[config.mk]
export PLATFORM = sky130hd
export DESIGN_NAME = cdb_arbiter
export DESIGN_NICKNAME = d
export VERILOG_FILES = /design/src/rtl/cdb_arbiter_pkg.sv /design/src/rtl/cdb_fifo.sv /design/src/rtl/cdb_arbiter.sv
export SDC_FILE = /design/constraint.sdc
export NUM_CORES = 1
export LEC_CHECK = 0
export ABC_AREA = 1
export BUFFER_PORTS_ARGS = -buffer_cell sky130_fd_sc_hd__buf_4
export CELL_PAD_IN_SITES_DETAIL_PLACEMENT = 0
export CELL_PAD_IN_SITES_GLOBAL_PLACEMENT = 1
export CORE_ASPECT_RATIO = 1.75
export CORE_MARGIN = 2
export CORE_UTILIZATION = 54
export CTS_BUF_LIST = sky130_fd_sc_hd__clkbuf_4
export CTS_CLUSTER_DIAMETER = 80
export CTS_CLUSTER_SIZE = 40
export DETAILED_ROUTE_END_ITERATION = 10
export PLACE_DENSITY_LB_ADDON = 0.12
export SYNTH_ARGS = -nofsm -noshare
export SYNTH_HDL_FRONTEND = slang
export SYNTH_SLANG_ARGS = --single-unit
[constraint.sdc]
create_clock -name clk_in -period 4.9 [get_ports clk_in]
set_input_delay 0.245 -clock clk_in [delete_from_list [all_inputs] [get_ports clk_in]]
set_output_delay 0.245 -clock clk_in [all_outputs]
set_load 0.02 [all_outputs]
[src/rtl/cdb_arbiter_pkg.sv]
// Shared widths, source encodings and the CDB payload layout for the CDB arbiter.
package cdb_arbiter_pkg;
   localparam int   ROBWidth    = 4;
   localparam int   IDWidth     = 32;
   localparam int   CDBSrcWidth = 1;
   localparam logic CDB_SRC_ALU = 1'b0;
   localparam logic CDB_SRC_LB  = 1'b1;
   localparam int   CDBEntryWidth = ROBWidth + IDWidth;

   typedef struct packed {
      logic [ROBWidth-1:0] tag;
      logic [IDWidth-1:0]  value;
   } cdb_entry_t;
endpackage

[src/rtl/cdb_fifo.sv]
// Small per-producer result FIFO (tag + value) with synchronous flush.
module cdb_fifo
   import cdb_arbiter_pkg::*;
#(
   parameter int DEPTH = 4
) (
   input  logic                       clk_in,
   input  logic                       rst_in,
   input  logic                       flush_in,
   input  logic                       push_in,
   input  logic                       pop_in,
   input  logic [CDBEntryWidth-1:0]   data_in,
   output logic [CDBEntryWidth-1:0]   head_out,
   output logic [$clog2(DEPTH):0]     count_out,
   output logic                       full_out
);
   localparam int AW = $clog2(DEPTH);
   localparam logic [AW-1:0] PTR_ONE  = 1;
   localparam logic [AW:0]   CNT_ONE  = 1;
   localparam logic [AW:0]   CNT_FULL = (AW+1)'(DEPTH);

   logic [CDBEntryWidth-1:0] mem [DEPTH];
   logic [AW-1:0]            wr_ptr;
   logic [AW-1:0]            rd_ptr;
   logic [AW:0]              count;

   always_ff @(posedge clk_in or posedge rst_in) begin
      if (rst_in) begin
         wr_ptr <= '0;
         rd_ptr <= '0;
         count  <= '0;
      end else if (flush_in) begin
         wr_ptr <= '0;
         rd_ptr <= '0;
         count  <= '0;
      end else begin
         if (push_in) wr_ptr <= wr_ptr + PTR_ONE;
         if (pop_in)  rd_ptr <= rd_ptr + PTR_ONE;
         case ({push_in, pop_in})
            2'b10:   count <= count + CNT_ONE;
            2'b01:   count <= count - CNT_ONE;
            default: count <= count;
         endcase
      end
   end

   // Payload storage needs no reset; occupancy is tracked by count alone.
   always_ff @(posedge clk_in) begin
      if (push_in && !flush_in) mem[wr_ptr] <= data_in;
   end

   assign head_out  = mem[rd_ptr];
   assign count_out = count;
   assign full_out  = (count == CNT_FULL);
endmodule

[src/rtl/cdb_arbiter.sv]
// Round-robin arbiter broadcasting ALU / load-buffer results on the single CDB.
// Optional same-cycle bypass of an empty FIFO is enabled by defining CDB_BYPASS_EN.
module cdb_arbiter
   import cdb_arbiter_pkg::*;
#(
   parameter int DEPTH = 4
) (
   input  logic                  clk_in,
   input  logic                  rst_in,
   input  logic                  rdy_in,
   input  logic                  rob_cdb_rst_in,
   input  logic                  alu_cdb_en_in,
   input  logic [ROBWidth-1:0]   alu_cdb_b_in,
   input  logic [IDWidth-1:0]    alu_cdb_result_in,
   output logic                  cdb_alu_rdy_out,
   input  logic                  lbuffer_cdb_en_in,
   input  logic [ROBWidth-1:0]   lbuffer_cdb_b_in,
   input  logic [IDWidth-1:0]    lbuffer_cdb_result_in,
   output logic                  cdb_lbuffer_rdy_out,
   output logic [ROBWidth-1:0]   cdb_b_out,
   output logic [IDWidth-1:0]    cdb_result_out,
   output logic                  cdb_src_out
);
   logic [CDBEntryWidth-1:0] alu_in, lb_in, alu_head, lb_head;
   logic [CDBEntryWidth-1:0] alu_data, lb_data, grant_data;
   logic [$clog2(DEPTH):0]   alu_count, lb_count;
   logic alu_full, lb_full, alu_empty, lb_empty;
   logic alu_push, lb_push, alu_byp, lb_byp, alu_cand, lb_cand;
   logic alu_fifo_push, lb_fifo_push, alu_pop, lb_pop;
   logic grant_vld, grant_src, alu_grant, lb_grant;
   logic flush, prio;

   assign flush  = rdy_in & rob_cdb_rst_in;
   assign alu_in = {alu_cdb_b_in, alu_cdb_result_in};
   assign lb_in  = {lbuffer_cdb_b_in, lbuffer_cdb_result_in};

   assign cdb_alu_rdy_out     = ~alu_full;
   assign cdb_lbuffer_rdy_out = ~lb_full;

   // An en pulse while full is silently dropped by the ~full term.
   assign alu_push  = rdy_in & ~rob_cdb_rst_in & alu_cdb_en_in & ~alu_full;
   assign lb_push   = rdy_in & ~rob_cdb_rst_in & lbuffer_cdb_en_in & ~lb_full;
   assign alu_empty = (alu_count == '0);
   assign lb_empty  = (lb_count == '0);

`ifdef CDB_BYPASS_EN
   assign alu_byp = alu_empty & alu_push;
   assign lb_byp  = lb_empty & lb_push;
`else
   assign alu_byp = 1'b0;
   assign lb_byp  = 1'b0;
`endif

   assign alu_cand = ~alu_empty | alu_byp;
   assign lb_cand  = ~lb_empty | lb_byp;
   assign alu_data = alu_empty ? alu_in : alu_head;
   assign lb_data  = lb_empty ? lb_in : lb_head;

   always_comb begin
      grant_vld = rdy_in & ~rob_cdb_rst_in & (alu_cand | lb_cand);
      if (alu_cand && lb_cand) grant_src = prio;
      else if (lb_cand)        grant_src = CDB_SRC_LB;
      else                     grant_src = CDB_SRC_ALU;
   end

   assign alu_grant  = grant_vld & (grant_src == CDB_SRC_ALU);
   assign lb_grant   = grant_vld & (grant_src == CDB_SRC_LB);
   assign grant_data = (grant_src == CDB_SRC_LB) ? lb_data : alu_data;

   // A bypassed result goes straight to the bus and never occupies the FIFO.
   assign alu_pop       = alu_grant & ~alu_empty;
   assign lb_pop        = lb_grant & ~lb_empty;
   assign alu_fifo_push = alu_push & ~(alu_grant & alu_byp);
   assign lb_fifo_push  = lb_push & ~(lb_grant & lb_byp);

   cdb_fifo #(.DEPTH(DEPTH)) u_alu_fifo (
      .clk_in    (clk_in),
      .rst_in    (rst_in),
      .flush_in  (flush),
      .push_in   (alu_fifo_push),
      .pop_in    (alu_pop),
      .data_in   (alu_in),
      .head_out  (alu_head),
      .count_out (alu_count),
      .full_out  (alu_full)
   );

   cdb_fifo #(.DEPTH(DEPTH)) u_lb_fifo (
      .clk_in    (clk_in),
      .rst_in    (rst_in),
      .flush_in  (flush),
      .push_in   (lb_fifo_push),
      .pop_in    (lb_pop),
      .data_in   (lb_in),
      .head_out  (lb_head),
      .count_out (lb_count),
      .full_out  (lb_full)
   );

   always_ff @(posedge clk_in or posedge rst_in) begin
      if (rst_in) begin
         prio           <= CDB_SRC_ALU;
         cdb_b_out      <= '0;
         cdb_result_out <= '0;
         cdb_src_out    <= CDB_SRC_ALU;
      end else if (rdy_in) begin
         if (rob_cdb_rst_in) begin
            prio           <= CDB_SRC_ALU;
            cdb_b_out      <= '0;
            cdb_result_out <= '0;
            cdb_src_out    <= CDB_SRC_ALU;
         end else if (grant_vld) begin
            prio           <= ~grant_src;
            cdb_b_out      <= grant_data[CDBEntryWidth-1:IDWidth];
            cdb_result_out <= grant_data[IDWidth-1:0];
            cdb_src_out    <= grant_src;
         end else begin
            cdb_b_out      <= '0;
            cdb_result_out <= '0;
            cdb_src_out    <= CDB_SRC_ALU;
         end
      end
   end
endmodule

After elaboration in Yosys (flattened, before gate mapping) --
Memories as Yosys holds them, arrays and structs flattened. Index checks and enable logic that the tools add are counted.
Word-level totals: flip-flop bits (word level) 52, RAM bits 288, input port bits 78, output and inout bits 39, logic and storage cells 87, memories 2
Memory list:
- u_alu_fifo.mem | words 4, bits a word 36, rd ports 1, clocked after memory_dff 0, wr ports 1, line cdb_fifo.sv:22 | logic [CDBEntryWidth-1:0] mem [DEPTH];
- u_lb_fifo.mem | words 4, bits a word 36, rd ports 1, clocked after memory_dff 0, wr ports 1, line cdb_fifo.sv:22
Cells by class: add/sub/neg operators 8, equal/unequal tests 6, mux-type cells 29, bitwise logic cells 18, reductions and logical operators 14
Operators by type and width (count):
- 36-bit 2-to-1 mux | 3
- 32-bit 2-to-1 mux | 2
- 2-bit 2-to-1 mux | 8
- 3-bit one-hot mux with 2 select lines | 2
- 1-bit AND | 11
- 1-bit 2-to-1 mux | 10
- 2-bit nonzero test | 5
- 2-bit by 1-bit adder with 2-bit output, second input constant | 4
- 4-bit 2-to-1 mux | 2
- 3-bit by 1-bit adder with 3-bit output, second input constant | 2
- 3-bit equality test, second input constant | 2
- 3-bit logical NOT | 2
- 3-bit 2-to-1 mux | 2
- 1-bit NOT | 6
- 3-bit nonzero test | 2
- 3-bit by 1-bit subtractor with 3-bit output, second input constant | 2
- 2-bit by 1-bit equality test with 1-bit output, second input constant | 2
- 2-bit equality test, second input constant | 2
- 1-bit logical AND | 3
- 2-bit AND reduction | 1
- 1-bit logical NOT | 1
- 1-bit bitwise OR | 1

Logic depth before layout (Yosys ltp) --
depth after elaboration 10, gate-level depth with buffers 13, mapped depth without buffers 13

By module --
From an unflattened synthesis, not the netlist that was laid out.
Second synthesis, totals: cells, all modules 1288, area total of the unflattened synthesis 14820.5 um^2
By module, submodules not included:
- cdb_fifo | instances 2, cells an instance 409, area an instance 5919.4 um^2, seq. area each 4499.3 um^2
- cdb_arbiter | instances 1, cells an instance 470, area an instance 2981.6 um^2, seq. area each 950.9 um^2

Least setup slack after synthesis --
No wires, ideal clock.
path kind register -> register, start register u_lb_fifo.count[0] (netlist: u_lb_fifo.count_out[0]), end memory u_lb_fifo.mem[0][0] (netlist name), enable pin, library setup time 0.429 ns, arrival time 2.487 ns, data required time 4.471 ns, path slack 1.984 ns, stages on the path, launching flop included 5, path buffers 0, period minus slack after synthesis 2.916 ns, path through dfrtp_1 > inv_2 > nand3_1 > nand3_1 > nor2_1
On the way: cells in the longest elaborated chain, start to end 6
RTL lines:
- start, declared | line cdb_fifo.sv:25 | logic [AW:0] count;
- start signal, assigned | line cdb_fifo.sv:40 | 2'b10: count <= count + CNT_ONE;
- start signal, assigned | line cdb_fifo.sv:41 | 2'b01: count <= count - CNT_ONE;
- start signal, assigned | line cdb_fifo.sv:42 | default: count <= count;
- 3-bit equality test | line cdb_fifo.sv:54 | assign full_out = (count == CNT_FULL);
- 1-bit NOT
- named net cdb_lbuffer_rdy_out | line cdb_arbiter.sv:19 | output logic cdb_lbuffer_rdy_out,
- 1-bit AND | line cdb_arbiter.sv:42 | assign lb_push = rdy_in & ~rob_cdb_rst_in & lbuffer_cdb_en_in & ~lb_full;
- 1-bit logical AND | line cdb_fifo.sv:49 | if (push_in && !flush_in) mem[wr_ptr] <= data_in;
- 1-bit 2-to-1 mux | line cdb_fifo.sv:49
- 1-bit 2-to-1 mux (implied by the code) | line cdb_fifo.sv:49
- end, declared | line cdb_fifo.sv:22
The timed path passes the listed nets, and every way through them passes these cells.

Worst setup path in the final report --
start register u_alu_fifo.rd_ptr[0], end register cdb_result_out[13]
On the way: cells in the longest elaborated chain, start to end 5
RTL lines:
- start, declared | line cdb_fifo.sv:24 | logic [AW-1:0] rd_ptr;
- start signal, assigned | line cdb_fifo.sv:38 | if (pop_in) rd_ptr <= rd_ptr + PTR_ONE;
- memory 4 x 36 bit
- 36-bit 2-to-1 mux | line cdb_arbiter.sv:56 | assign alu_data = alu_empty ? alu_in : alu_head;
- 36-bit 2-to-1 mux | line cdb_arbiter.sv:68 | assign grant_data = (grant_src == CDB_SRC_LB) ? lb_data : alu_data;
- 32-bit 2-to-1 mux | line cdb_arbiter.sv:112 | end else if (grant_vld) begin
- 32-bit 2-to-1 mux | line cdb_arbiter.sv:107 | if (rob_cdb_rst_in) begin
- end signal, assigned | line cdb_arbiter.sv:115 | cdb_result_out <= grant_data[IDWidth-1:0];
- end, declared | line cdb_arbiter.sv:21 | output logic [IDWidth-1:0] cdb_result_out,
No other way between the ends. A chain may end at the register's enable or synchronous reset.

==> metrics.txt <==
status finished, final reports clean; RSZ-0062 raised after global routing no; Slew Limit Headroom 0.3091; core area 24630 um^2; final net count 1392; Max-cap violations 0; CTS sink cnt 340; die area 26480 um^2; Synth Instances 1145; sequential power share 0.521; First DRT Iteration DRCs 663; post-CTS resize count 0; drc violations 0; clock power share 0.145; Req. time, crit path 5620 ps; Pwr Density 422.4 nW/um^2; Worst-Margin Slew 1035 ps; Initial DRT Pass Iterations 5; Num CTS Buffers 12; remaining antenna violation count after routing 0; num rows 76; largest net degree at the start of global routing 75; synth warn 0; first-pass GRT wire length 45920 um; Layout fillers 1978; area grow syn2layout 15.18%; Vias/cell 5.366; peak supply drop 0.3973 mV; hold buffer count at CTS 76; Hold Path Class in2async; pins over their slew limit 0; die width 123.9 um; Finished Core Util 0.6351; Placer Congestion 0.8498; Reg clk slew, reported paths 390 ps; layout cells sized above 1 0.1405; Synth Register Bits 340; synthesized netlist net count 1233; Avg Inst Size Synth 11.86 um^2; Seq/Total Area, Yosys 0.7326; HPWL Detailed 18350 um; Post-Route WL 29500 um; Worst Setup End Kind register; Tmin final 2993 ps; total I/O pin count 117; GRT Util Overall 0.2285; Synth cell types 28; drt wl/cell 18.17 um; Psw 2.414 mW; combinational share of power 0.334; final total power 6.608 mW; Final Cycle Share 0.6107; vias in the first global route 8478; Place WS 2086 ps; Worst Skew 108.2 ps; starting density of the core 0.5514; Compound-Gate Fraction of Synth Area 0.05721; Fin. Hold Viols 0; LEAKAGE 5.889 nW; CTS tree done; postcts setup bufs 0; DIE HEIGHT 213.8 um; Power Internal 4.194 mW; setup TNS 0 ps; Longest Clk Path Bufs 3; setup violators final 0; port buffer count 116; simple-gate share of the synthesized area 0.1664; FF-to-FF path depth 8; initial antenna violation count 1; placed inst area 14720 um^2; total number of vias 8709; Synth Area in Adders 0.01032; clk_lat worst skew 760 ps; critical setup path kind reg2reg; mux cell area share after synthesis 0; setup ws final 1907 ps; post-route cell area 15640 um^2; post-synthesis instance area 13580 um^2; post-synthesis xor/xnor area fraction 0.001935; Crit path arrival time 3710 ps; H-tree Lvls 1; Peak Freq 0.3342 GHz; root buf cell clkbuf_4; Sw Ratio 0.3652; largest family of logic cells by synthesized area simple AND/OR/NAND/NOR gates; total grt overflow 0; crit start category register; CP Max Fanout 74
==> cell usage after synthesis <==
cell type	count	share of area
nor2_4	1	0.00083
o21ai_0	79	0.029
buf_6	2	0.0017
nor2_1	154	0.043
fa_1	2	0.0029
inv_2	12	0.0033
buf_2	27	0.010
nand3_2	1	0.00074
nand4_1	8	0.0037
buf_1	5	0.0014
xor2_1	2	0.0013
a21oi_4	1	0.0012
xnor2_1	1	0.00065
buf_4	5	0.0028
inv_1	22	0.0061
nor2_2	2	0.00092
edfxtp_1	288	0.64
ha_1	8	0.0074
dfrtp_1	52	0.096
nand3b_1	1	0.00055
nor2_8	1	0.0015
nand3_4	1	0.0013
o21ai_1	37	0.014
clkbuf_1	23	0.0064
nand2_2	2	0.00092
nand3_1	115	0.042
nand2_1	257	0.071
a21oi_1	36	0.013
==> flip-flops by register name, summed over array words and instances (netlist names), 3 cells and up <==
register / count
cdb_b_out: 4
u_lb_fifo.count_out: 3
u_lb_fifo.mem: 144
cdb_result_out: 32
u_alu_fifo.count_out: 3
u_alu_fifo.mem: 144
==> final cells by class <==
type | count | area [um^2] | share of cell area
Clock buffer | 19 | 142.6 | 0.009119
Inverter | 34 | 127.6 | 0.008159
Timing Repair Buffer | 207 | 1744 | 0.1115
Multi-Input combinational cell | 709 | 3263 | 0.2086
Sequential cell | 340 | 9952 | 0.6362
Tap cell | 312 | 390.4 | 0.02496
Clock inverter | 1 | 20.02 | 0.001280
Antenna cell | 1 | 2.502 | 0.0001600
==> per-stage QoR <==
| step | instances | hold WS [ps] |
|---|---|---|
| 3_5_place_dp | 1526 | 447.7 |
| 3_3_place_gp | 1526 | 444.7 |
| 6_report | 1623 | 165.3 |
| 2_1_floorplan | 1145 | 343.9 |
| 4_1_cts | 1622 | 128.7 |
| 5_1_grt | 1623 | 144.4 |
==> path summary, 6_finish.rpt <==
kind                                           start                    to  slack (ps)
min in group clk_in        lbuffer_cdb_result_in[12]  u_lb_fifo.mem[2][12]         180
max in group asynchronous                     rst_in   u_lb_fifo.rd_ptr[0]        4200
hold reg to reg                    cdb_result_out[8]     cdb_result_out[8]         540
hold / removal                                rst_in     cdb_result_out[8]         170
setup reg to reg                u_alu_fifo.rd_ptr[0]    cdb_result_out[13]        1910
setup / recovery                u_alu_fifo.rd_ptr[0]    cdb_result_out[13]        1910
==> cell usage in the layout, fill, tap and decap left out, drive strengths merged <==
| cell | synthesis | layout |
|---|---|---|
| edfxtp | 288 | 288 |
| nand2 | 259 | 259 |
| nor2 | 158 | 158 |
| buf | 39 | 131 |
| nand3 | 117 | 117 |
| o21ai | 116 | 116 |
| dlygate4sd3 | 0 | 76 |
| dfrtp | 52 | 52 |
| a21oi | 37 | 37 |
| inv | 34 | 35 |
| clkbuf | 23 | 19 |
| nand4 | 8 | 8 |
| ha | 8 | 8 |
| xor2 | 2 | 2 |
| fa | 2 | 2 |
| diode | 0 | 1 |
| nand3b | 1 | 1 |
| xnor2 | 1 | 1 |
==> worst max-delay path, stage by stage (launching register included) <==
cell and delay [ps]:
dfrtp_2 430, buf_4 630, inv_2 400, buf_4 430, nand2_1 120, nand3_1 70, a21oi_1 220, o21ai_1 90
dlygate4sd3_1 550
==> cell families (layout without fill, tap and decap cells) <==
logic type | after synthesis | after routing
AND/OR/NAND/NOR | 543 | 543
flip-flops | 340 | 340
buffers and inverters | 96 | 261
AO/OA/AOI/OAI | 153 | 153
XOR/XNOR | 3 | 3
other | 0 | 1
adder cells (fa/ha/maj) | 10 | 10
==> power by group through the flow <==
stage	combinational, mW	sequential (mW)	clock [mW]
2_1_floorplan	1.40	3.56	0
3_3_place_gp	2.16	3.50	0
3_5_place_dp	2.17	3.50	0
4_1_cts	2.23	3.44	0.981
5_1_grt	2.48	3.46	1.07
6_report	2.21	3.44	0.958
==> routing by layer <==
metal / track usage / vias to the layer above / part of all wire
met3: 0.01569 / 25 / 0.034
met1: 0.3133 / 4232 / 0.43
met2: 0.4034 / 193 / 0.52
met5: 0 / - / 0
li1: - / 4259 / -
met4: 0.04781 / 0 / 0.016
Note: power is estimated with default switching activity, not from simulation.
